===== src/rtl/phj_join_controller.sv =====
`default_nettype none
// +------------------------------------------------------------------------+
// | Module   : phj_join_controller                                         |
// | Purpose  : Sequences one hash-table instance through clear, build and  |
// |            probe phases for every partition of a partitioned hash      |
// |            join. Gates the build/probe stream handshakes per phase,    |
// |            waits out table init and pipeline drain, and counts build   |
// |            tuples, probe tuples and matches for the current partition. |
// | Ports    : clk/reset            clock, synchronous active-high reset   |
// |            start/num_partitions join launch, partition count           |
// |            busy/done/part_idx   join status                            |
// |            bld_* / prb_*        partitioner build / probe streams      |
// |            ht_*                 hash-table control and requests        |
// |            *_count, stray_match per-partition statistics               |
// | Revision : 1.0 - initial release                                       |
// +------------------------------------------------------------------------+
module phj_join_controller #(
    parameter int ROW_BITS    = 3,
    parameter int PART_BITS   = 8,
    parameter int BUILD_DRAIN = 2,   // must be >= 1
    parameter int PROBE_DRAIN = 2    // must be >= 1
) (
    input  logic                 clk,
    input  logic                 reset,
    input  logic                 start,
    input  logic [PART_BITS-1:0] num_partitions,
    output logic                 busy,
    output logic                 done,
    output logic [PART_BITS-1:0] part_idx,
    input  logic                 bld_valid,
    output logic                 bld_ready,
    input  logic                 bld_last,
    input  logic [63:0]          bld_tuple,
    input  logic [31:0]          bld_hash,
    input  logic                 prb_valid,
    output logic                 prb_ready,
    input  logic                 prb_last,
    input  logic [63:0]          prb_tuple,
    input  logic [31:0]          prb_hash,
    output logic                 ht_clear,
    input  logic                 ht_build_ready,
    output logic                 ht_valid_build,
    output logic [63:0]          ht_tuple_build,
    output logic [31:0]          ht_hash_build,
    output logic                 ht_start_probing,
    output logic                 ht_valid_probe,
    output logic [63:0]          ht_tuple_probe,
    output logic [31:0]          ht_hash_probe,
    input  logic                 ht_output_valid,
    output logic [31:0]          build_count,
    output logic [31:0]          probe_count,
    output logic [31:0]          match_count,
    output logic                 stray_match
);

    localparam int c_CLEAR_CYCLES = (1 << ROW_BITS) + 1;
    localparam int c_DRAIN_MAX    = (BUILD_DRAIN > PROBE_DRAIN) ? BUILD_DRAIN : PROBE_DRAIN;
    localparam int c_WAIT_MAX     = (c_CLEAR_CYCLES > c_DRAIN_MAX) ? c_CLEAR_CYCLES : c_DRAIN_MAX;
    localparam int c_WAIT_W       = $clog2(c_WAIT_MAX + 1);

    localparam logic [2:0] c_ST_IDLE        = 3'd0;
    localparam logic [2:0] c_ST_CLEAR       = 3'd1;
    localparam logic [2:0] c_ST_BUILD       = 3'd2;
    localparam logic [2:0] c_ST_BUILD_DRAIN = 3'd3;
    localparam logic [2:0] c_ST_PROBE       = 3'd4;
    localparam logic [2:0] c_ST_PROBE_DRAIN = 3'd5;
    localparam logic [2:0] c_ST_DONE        = 3'd6;

    logic [2:0]           r_state;
    logic [2:0]           w_state_next;
    logic [c_WAIT_W-1:0]  r_wait;
    logic [PART_BITS-1:0] r_num_parts;
    logic [PART_BITS-1:0] r_part_idx;
    logic [31:0]          r_build_count;
    logic [31:0]          r_probe_count;
    logic [31:0]          r_match_count;
    logic                 r_stray;

    logic w_bld_xfer;
    logic w_prb_xfer;
    logic w_probe_window;
    logic w_last_part;

    assign w_bld_xfer     = (r_state == c_ST_BUILD) && bld_valid && ht_build_ready;
    assign w_prb_xfer     = (r_state == c_ST_PROBE) && prb_valid;
    assign w_probe_window = (r_state == c_ST_PROBE) || (r_state == c_ST_PROBE_DRAIN);
    assign w_last_part    = (r_part_idx == (r_num_parts - PART_BITS'(1)));

    assign part_idx    = r_part_idx;
    assign build_count = r_build_count;
    assign probe_count = r_probe_count;
    assign match_count = r_match_count;
    assign stray_match = r_stray;

    // Next-state and phase-gated outputs. Stream fields are forced to zero
    // outside their phase so the table never sees stale request data.
    always_comb begin
        w_state_next     = r_state;
        busy             = 1'b0;
        done             = 1'b0;
        ht_clear         = 1'b0;
        bld_ready        = 1'b0;
        prb_ready        = 1'b0;
        ht_start_probing = 1'b0;
        ht_valid_build   = 1'b0;
        ht_valid_probe   = 1'b0;
        ht_tuple_build   = '0;
        ht_hash_build    = '0;
        ht_tuple_probe   = '0;
        ht_hash_probe    = '0;
        case (r_state)
            c_ST_IDLE: begin
                if (start) begin
                    w_state_next = (num_partitions != '0) ? c_ST_CLEAR : c_ST_DONE;
                end
            end
            c_ST_CLEAR: begin
                busy     = 1'b1;
                ht_clear = (r_wait == '0);
                if (r_wait == c_WAIT_W'(c_CLEAR_CYCLES - 1)) begin
                    w_state_next = c_ST_BUILD;
                end
            end
            c_ST_BUILD: begin
                busy           = 1'b1;
                bld_ready      = ht_build_ready;
                ht_valid_build = bld_valid && ht_build_ready;
                ht_tuple_build = bld_tuple;
                ht_hash_build  = bld_hash;
                if (w_bld_xfer && bld_last) begin
                    w_state_next = c_ST_BUILD_DRAIN;
                end
            end
            c_ST_BUILD_DRAIN: begin
                busy = 1'b1;
                if (r_wait == c_WAIT_W'(BUILD_DRAIN - 1)) begin
                    w_state_next = c_ST_PROBE;
                end
            end
            c_ST_PROBE: begin
                busy             = 1'b1;
                prb_ready        = 1'b1;
                ht_start_probing = 1'b1;
                ht_valid_probe   = prb_valid;
                ht_tuple_probe   = prb_tuple;
                ht_hash_probe    = prb_hash;
                if (w_prb_xfer && prb_last) begin
                    w_state_next = c_ST_PROBE_DRAIN;
                end
            end
            c_ST_PROBE_DRAIN: begin
                busy             = 1'b1;
                ht_start_probing = 1'b1;
                if (r_wait == c_WAIT_W'(PROBE_DRAIN - 1)) begin
                    w_state_next = w_last_part ? c_ST_DONE : c_ST_CLEAR;
                end
            end
            c_ST_DONE: begin
                done         = 1'b1;
                w_state_next = c_ST_IDLE;
            end
            default: begin
                w_state_next = c_ST_IDLE;
            end
        endcase
    end

    always_ff @(posedge clk) begin
        if (reset) begin
            r_state <= c_ST_IDLE;
        end else begin
            r_state <= w_state_next;
        end
    end

    always_ff @(posedge clk) begin
        if (reset) begin
            r_wait        <= '0;
            r_num_parts   <= '0;
            r_part_idx    <= '0;
            r_build_count <= '0;
            r_probe_count <= '0;
            r_match_count <= '0;
            r_stray       <= 1'b0;
        end else begin
            // Phase-local cycle counter: restarts on every state change.
            if (w_state_next != r_state) begin
                r_wait <= '0;
            end else if (r_wait != '1) begin
                r_wait <= r_wait + 1'b1;
            end

            if ((r_state == c_ST_IDLE) && start) begin
                r_num_parts <= num_partitions;
                r_part_idx  <= '0;
            end else if ((r_state == c_ST_PROBE_DRAIN) && (w_state_next == c_ST_CLEAR)) begin
                r_part_idx <= r_part_idx + PART_BITS'(1);
            end

            // Counters hold their last partition's values until the next
            // clear phase completes, then restart for the new partition.
            if ((r_state == c_ST_CLEAR) && (w_state_next == c_ST_BUILD)) begin
                r_build_count <= '0;
                r_probe_count <= '0;
                r_match_count <= '0;
            end else begin
                if (w_bld_xfer && (r_build_count != '1)) begin
                    r_build_count <= r_build_count + 32'd1;
                end
                if (w_prb_xfer && (r_probe_count != '1)) begin
                    r_probe_count <= r_probe_count + 32'd1;
                end
                if (ht_output_valid && w_probe_window && (r_match_count != '1)) begin
                    r_match_count <= r_match_count + 32'd1;
                end
            end

            if (ht_output_valid && !w_probe_window) begin
                r_stray <= 1'b1;
            end
        end
    end

endmodule
`default_nettype wire


===== config.mk =====
export PLATFORM = sky130hd
export DESIGN_NAME = phj_join_controller
export DESIGN_NICKNAME = d
export VERILOG_FILES = /design/src/rtl/phj_join_controller.sv
export SDC_FILE = /design/constraint.sdc
export NUM_CORES = 1
export LEC_CHECK = 0
export ABC_AREA = 1
export ABC_CLOCK_PERIOD_IN_PS = 5000
export CAP_MARGIN = 20
export CORE_AREA = 2 2 202 204
export CTS_CLUSTER_DIAMETER = 60
export CTS_CLUSTER_SIZE = 40
export DETAILED_ROUTE_END_ITERATION = 16
export DIE_AREA = 0 0 204 206
export PLACE_DENSITY = 0.51
export SETUP_SLACK_MARGIN = 0.15
export SLEW_MARGIN = 20
export SYNTH_ARGS = -nofsm -noshare
export SYNTH_HDL_FRONTEND = slang
export SYNTH_SLANG_ARGS = --single-unit

===== constraint.sdc =====
create_clock -name clk -period 5 [get_ports clk]
set_input_delay 0.5 -clock clk [delete_from_list [all_inputs] [get_ports clk]]
set_output_delay 0.5 -clock clk [all_outputs]
set_load 0.02 [all_outputs]

==> metrics, run 1 <==
Chip Height 206 um; Crit Reg-Reg Startpoint r_state[0]; internal power 0.00190 W; clock tree from TritonCTS yes; number of violations reported at the end of detailed-routing iteration 0 607; H-Tree Level Count 4; Via-to-Cell Ratio 4.37; TritonCTS Buffers 17; Die Wd 204 um; critical path capture point type primary output; worst slew margin relative to its limit 0.290; worst reg2reg path depth 7; warnings from Yosys 0; overflow left after global routing 0; Seq cells post-synth 120; Hold-fix buffers, CTS 0; shortest clock period the worst path allows after layout 3.41 ns; last weighted congestion value of the routability-driven placer 0.941; remaining antenna violation count 0; leading cell types in the layout, fill and taps excluded sky130_fd_sc_hd__clkdlybuf4s50_1, sky130_fd_sc_hd__nand2_1, sky130_fd_sc_hd__nor2_1; slew at the pin closest to its max-slew limit 1.07 ns; Hold Path Depth 2; total negative slack for setup checks 0 ns; share of total power in combinational logic 0.130; clock root cell sky130_fd_sc_hd__clkbuf_16; net load switching power 0.000678 W; Pwr Density 173 mW/mm^2; final core occ 0.371; total number of vias 11000; mean area per synthesized cell 5.85 um^2; worst setup skew after layout 0.0154 ns; half-perimeter wire length after placement 38.1 mm; overall routing resource usage 0.209; post-DR wirelength/cell 18.0 um; count of unique library cells instantiated by Yosys 39; Max IR drop VDD 194 uV; part of the total power dissipated in the clock network 0.492; post-cts gate resize count 0; Slew Limit Fails 0; number of max-capacitance violations reported 0; setup slack, reg-to-reg 1.95 ns; Peak Freq 293 MHz; setup bufs post-CTS 0; IO buf count 513; Hold Fails Final Rpt 0; post-place instance area 0.0143 mm^2; area of the core 0.0402 mm^2; Net Sw Frac 0.263; clock sinks 120; reported leakage power 6.00 nW; number of fillers in the final layout 4391; number of search-and-repair iterations in the first detailed-routing pass 6; post-CTS clock slew at the launch and capture registers of the worst setup and hold paths 0.06 ns; worst hold start stray_match; total of endpoints with negative setup slack in the final report 0; critical setup path kind reg -> out; final cell count without fillers 2525; via count of the first global-routing pass 10800; capture instance of the worst register-to-register path part_idx[1]; synthesized netlist net count 1701; number of primary I/O pins 514; layout overhead on the synthesized area 71.9%; leading cell type in the layout, fill and taps excluded sky130_fd_sc_hd__clkdlybuf4s50_1; part of the cycle the worst path needs 0.682; total power draw 0.00258 W; Seq pwr share 0.378; buffer levels on the longest clock path 2; gate count after technology mapping 1484; Hold Path Class reg -> reg; maximum number of pins on one net before global-route repair 99; layout cell share with drive strength beyond 1 0.0489; data arrival time of the worst path 2.91 ns; initial antenna violation count 20; synthesized area 0.00868 mm^2; wire length of the first global-routing pass 65.3 mm; overall die area 0.0420 mm^2; run status complete, no violations; final wirelength 45.4 mm; area of all placed cells without fillers 0.0149 mm^2; setup repair after global routing missed its margin false; end point of the most critical hold path stray_match; number of cell rows 74; startpoint type of the worst setup path flop; maximum fanout encountered on the critical timing path 56; net count of the finished layout 2186; Worst EP required 4.50 ns; DP Cell Count 2482; sequential area share after synthesis 0.277; DRC violation count after routing 0; starting density of the core 0.216; clock insertion delay at the later pin of the skew report 0.42 ns
-- power groups by stage --
stage / Combinational [W] / Clock (W) / Sequential (W)
floorplan: 0.000113 / 0 / 0.000994
global route: 0.000370 / 0.00135 / 0.000975
finish: 0.000336 / 0.00127 / 0.000975
detailed placement: 0.000338 / 0 / 0.000996
CTS: 0.000340 / 0.00130 / 0.000974
global placement: 0.000336 / 0 / 0.000995
-- worst max-delay path, cell delays in order, from the launching register on --
cell	delay, ns
sky130_fd_sc_hd__dfxtp_1	0.46
sky130_fd_sc_hd__nor3_2	0.09
sky130_fd_sc_hd__inv_2	0.68
sky130_fd_sc_hd__buf_4	0.52
sky130_fd_sc_hd__nor2_1	0.08
sky130_fd_sc_hd__clkdlybuf4s50_1	0.61
-- area by class of cell --
class                      instances  area [um^2]  share of cell area
inverter                         284         1070              0.0715
clock buffer                      17          425              0.0285
tap                              532          666              0.0446
timing repair buffer             515         5160               0.346
multi-input combinational       1031         4990               0.335
sequential                       120         2400               0.161
antenna                           11         27.5             0.00185
clock inverter                    15          169              0.0113
-- worst max-delay path by stage --
stage               slack [ns]        from            endpoint  depth (start not counted)
finish                    1.59  r_state[2]   ht_hash_build[28]                          5
CTS                       1.53  r_state[2]           prb_ready                          5
floorplan                 2.88  r_state[2]  ht_tuple_probe[23]                          6
detailed placement        1.96  r_state[0]         part_idx[5]                          7
global route              1.38  r_state[0]   ht_hash_build[28]                          5
global placement          2.05  r_state[2]           prb_ready                          5
-- Yosys cell counts, drive strengths merged --
cell type	count	share of area
a211oi	5	0.0049
a21oi	97	0.056
a31oi	1	0.00072
buf	29	0.017
clkbuf	20	0.0087
clkinv	1	0.00043
dfxtp	120	0.28
ha	8	0.012
inv	283	0.12
nand2	348	0.15
nand3	29	0.017
nand3b	1	0.00087
nand4	29	0.021
nor2	303	0.13
nor3	64	0.043
nor3b	10	0.0098
nor4	27	0.023
o2111ai	1	0.0010
o211a	1	0.0012
o211ai	1	0.00087
o21ai	23	0.013
o21ba	1	0.0012
o31ai	1	0.00087
or2	2	0.0014
xnor2	23	0.023
xor2	56	0.057
-- registers in the layout (all words and copies together), names as in the netlist --
register / cells
r_num_parts: 8
build_count: 32
probe_count: 32
match_count: 32
r_wait: 4
r_state: 3
stray_match: 1
part_idx: 8
-- per-layer routing --
layer	vias up	wire length, um	global-route usage
li1	5532	-	-
met1	5044	16300	0.212
met2	379	24700	0.399
met3	71	1970	0.0331
met4	0	2470	0.126
met5	-	0	0
-- metrics by stage --
stage / setup slack (ns) / hold WS (ns)
finish: 1.59 / 0.480
global route: 1.38 / 0.513
CTS: 1.53 / 0.483
detailed placement: 1.96 / 0.469
global placement: 2.05 / 0.458
floorplan: 2.88 / 0.451
-- cell families (layout without fill, tap and decap cells) --
group,Yosys count,in the layout,share of synthesized area
xor+xnor,79,79,0.0797
buf+inv,333,831,0.149
compound gates,131,131,0.0799
flops,120,120,0.277
other cells,0,11,0
fa+ha+maj,8,8,0.0115
simple gates,813,813,0.403
Power figures use the tool's default switching activity.
==> run 2, diff against run 1 <==
Settings changed: ABC_CLOCK_PERIOD_IN_PS 5000 to 2800, CORE_AREA 2 2 202 204 to 2 2 197 199, DIE_AREA 0 0 204 206 to 0 0 199 201, PLACE_DENSITY 0.51 to 0.55.
Clock period 5 ns to 2.8 ns, I/O delays scaled along.
==> metrics, run 2 (synthesis results as in run 1) <==
total of endpoints with negative setup slack in the final report 0 (unchanged); part of the cycle the worst path needs 0.930; Setup crit start r_state[1]; last weighted congestion value of the routability-driven placer 0.964 (+2.4%); final wirelength 49.1 mm (+8.3%); grt peak-use layer met2; run status complete, no violations; net count of the finished layout 2209 (+1.1%); leading cell types in the layout, fill and taps excluded sky130_fd_sc_hd__clkdlybuf4s50_1, sky130_fd_sc_hd__nand2_1, sky130_fd_sc_hd__nor2_1; half-perimeter wire length after placement 41.1 mm (+7.8%); worst hold start stray_match; total power draw 0.00470 W (+83%); buffer levels on the longest clock path 2 (unchanged); area of the core 0.0381 mm^2 (-5.2%); total number of vias 11500 (+4.2%); clock tree from TritonCTS yes; clock insertion delay at the later pin of the skew report 0.43 ns (about the same); slew at the pin closest to its max-slew limit 0.685 ns (-0.381 ns); worst reg2reg path depth 9 (+2); overflow left after global routing 0 (unchanged); Hold Path Class reg -> reg; initial antenna violation count 51 (+160%); layout overhead on the synthesized area 76.4%; layout cell share with drive strength beyond 1 0.0613 (+0.0124); GR Util met1 0.230 (+0.0174); Chip Height 201 um (-2.4%); met3 Track Usage GR 0.0277 (-0.00539); number of search-and-repair iterations in the first detailed-routing pass 5 (-1); total buffers and inverters traversed by the critical path 4 (+1); maximum number of pins on one net before global-route repair 64 (-35%); worst slew margin relative to its limit 0.542 (+0.252); critical path capture point type primary output; Seq pwr share 0.370 (-0.008); Hold Path Depth 2 (unchanged); final core occ 0.402 (+0.0305); Hold Fails Final Rpt 0 (unchanged); post-DR wirelength/cell 19.2 um (+7.0%); number of fillers in the final layout 4062 (-7.5%); leading cell type in the layout, fill and taps excluded sky130_fd_sc_hd__clkdlybuf4s50_1; TritonCTS Buffers 17 (unchanged); number of violations reported at the end of detailed-routing iteration 0 773 (+27%); H-Tree Level Count 4 (unchanged); overall routing resource usage 0.237 (+0.0281); Max IR drop VDD 309 uV (+60%); share of total power in combinational logic 0.131 (about the same); Worst EP required 2.52 ns (-1.98 ns); internal power 0.00347 W (+83%); DRC violation count after routing 0 (unchanged); Die Wd 199 um (-2.5%); remaining antenna violation count 0 (unchanged); total negative slack for setup checks 0 ns (unchanged); wire length of the first global-routing pass 69.2 mm (+6.0%); clock sinks 120 (unchanged); chain of cells forming the critical path inv_2 > nor3_4 > inv_6 > buf_12 > nor2_1 > clkdlybuf4s50_1; net load switching power 0.00124 W (+83%); post-CTS clock slew at the launch and capture registers of the worst setup and hold paths 0.07 ns (about the same); via count of the first global-routing pass 10900 (+1.6%); Hold Worst Slack 0.465 ns (-0.0155 ns); IO buf count 513 (unchanged); number of primary I/O pins 514 (unchanged); Hold-fix buffers, CTS 0 (unchanged); maximum fanout encountered on the critical timing path 63 (+13%); Crit Reg-Reg Startpoint r_state[0]; critical setup path kind reg -> out; fraction of met2 tracks used by global routing 0.447 (+0.0481); family with the most delay on the worst path buffers and inverters; Via-to-Cell Ratio 4.50 (+3.0%); starting density of the core 0.228 (+0.0118); Slew Limit Fails 0 (unchanged); shortest clock period the worst path allows after layout 2.61 ns; part of the total power dissipated in the clock network 0.499 (+0.007); overall die area 0.0400 mm^2 (-4.8%); Pwr Density 307 mW/mm^2 (+78%); data arrival time of the worst path 2.33 ns (-0.58 ns); Net Sw Frac 0.263 (about the same); capture instance of the worst register-to-register path part_idx[7]; crit-path max cell delay 0.61 ns (-0.07 ns); startpoint type of the worst setup path flop; Peak Freq 384 MHz; setup repair after global routing missed its margin true; number of max-capacitance violations reported 0 (unchanged); worst setup skew after layout 0.0132 ns (-0.00215 ns); cell with the largest stage delay on the worst path sky130_fd_sc_hd__clkdlybuf4s50_1; setup slack, reg-to-reg 0.32 ns (-1.63 ns); end point of the most critical hold path stray_match; reported leakage power 6.94 nW (+16%); clock root cell sky130_fd_sc_hd__clkbuf_16; number of cell rows 72 (-2.7%)
run 2: stage by stage:
step                setup slack [ns]  instance area [um^2]  cells
floorplan                      0.898                  8680   1484
global placement               0.397                 14500   2488
detailed placement             0.363                 14500   2488
CTS                            0.139                 15100   2520
global route                   0.108                 15300   2549
finish                         0.195                 15300   2555
run 2: timing repair:
item | 4_1_cts | 5_1_grt
resized for setup | 39 | 36
endpoints found under the setup margin | 141 | 98
pin swaps | 1 | 2
cloned | 0 | 1
setup buffers | 0 | 2
endpoints found under the hold margin | 0 | 0
run 2: worst register-to-register path, cell delays in order (launching register included):
cell and delay [ns]:
sky130_fd_sc_hd__dfxtp_1 0.50, sky130_fd_sc_hd__inv_2 0.21, sky130_fd_sc_hd__nand2_1 0.13, sky130_fd_sc_hd__inv_2 0.07, sky130_fd_sc_hd__nand2_4 0.18, sky130_fd_sc_hd__o21ai_1 0.13
sky130_fd_sc_hd__nor2_1 0.54, sky130_fd_sc_hd__nand3_1 0.38, sky130_fd_sc_hd__nand2_1 0.14, sky130_fd_sc_hd__a21oi_1 0.07
run 2: worst max-delay path by stage:
stage	slack, ns	end	depth (start not counted)
6_report	0.19	ht_hash_build[27]	6
5_1_grt	0.11	part_idx[6]	9
4_1_cts	0.14	ht_hash_probe[0]	6
3_5_place_dp	0.36	ht_tuple_build[59]	6
3_3_place_gp	0.40	part_idx[4]	7
2_1_floorplan	0.90	ht_tuple_probe[23]	6
run 2: layout make-up:
cell class	instances	area, um^2	share of cell area
multi-input combinational	1032	5020	0.328
antenna	32	80.1	0.00523
tap	518	648	0.0424
timing repair buffer	537	5460	0.357
sequential	120	2400	0.157
inverter	284	1070	0.0700
clock inverter	13	159	0.0104
clock buffer	19	453	0.0296
run 2: power groups by stage:
stage | Combinational (W) | Sequential, W | Clock (W)
floorplan | 0.000202 | 0.00178 | 0
global placement | 0.000609 | 0.00178 | 0
detailed placement | 0.000610 | 0.00178 | 0
CTS | 0.000615 | 0.00174 | 0.00238
global route | 0.000670 | 0.00174 | 0.00244
finish | 0.000616 | 0.00174 | 0.00235
run 2: routing by layer:
metal / vias to the layer above / share of wire / wire length (um)
li1: 5592 / - / -
met1: 5255 / 0.34 / 16600
met2: 510 / 0.54 / 26400
met3: 133 / 0.044 / 2170
met4: 0 / 0.079 / 3890
met5: - / 0 / 0
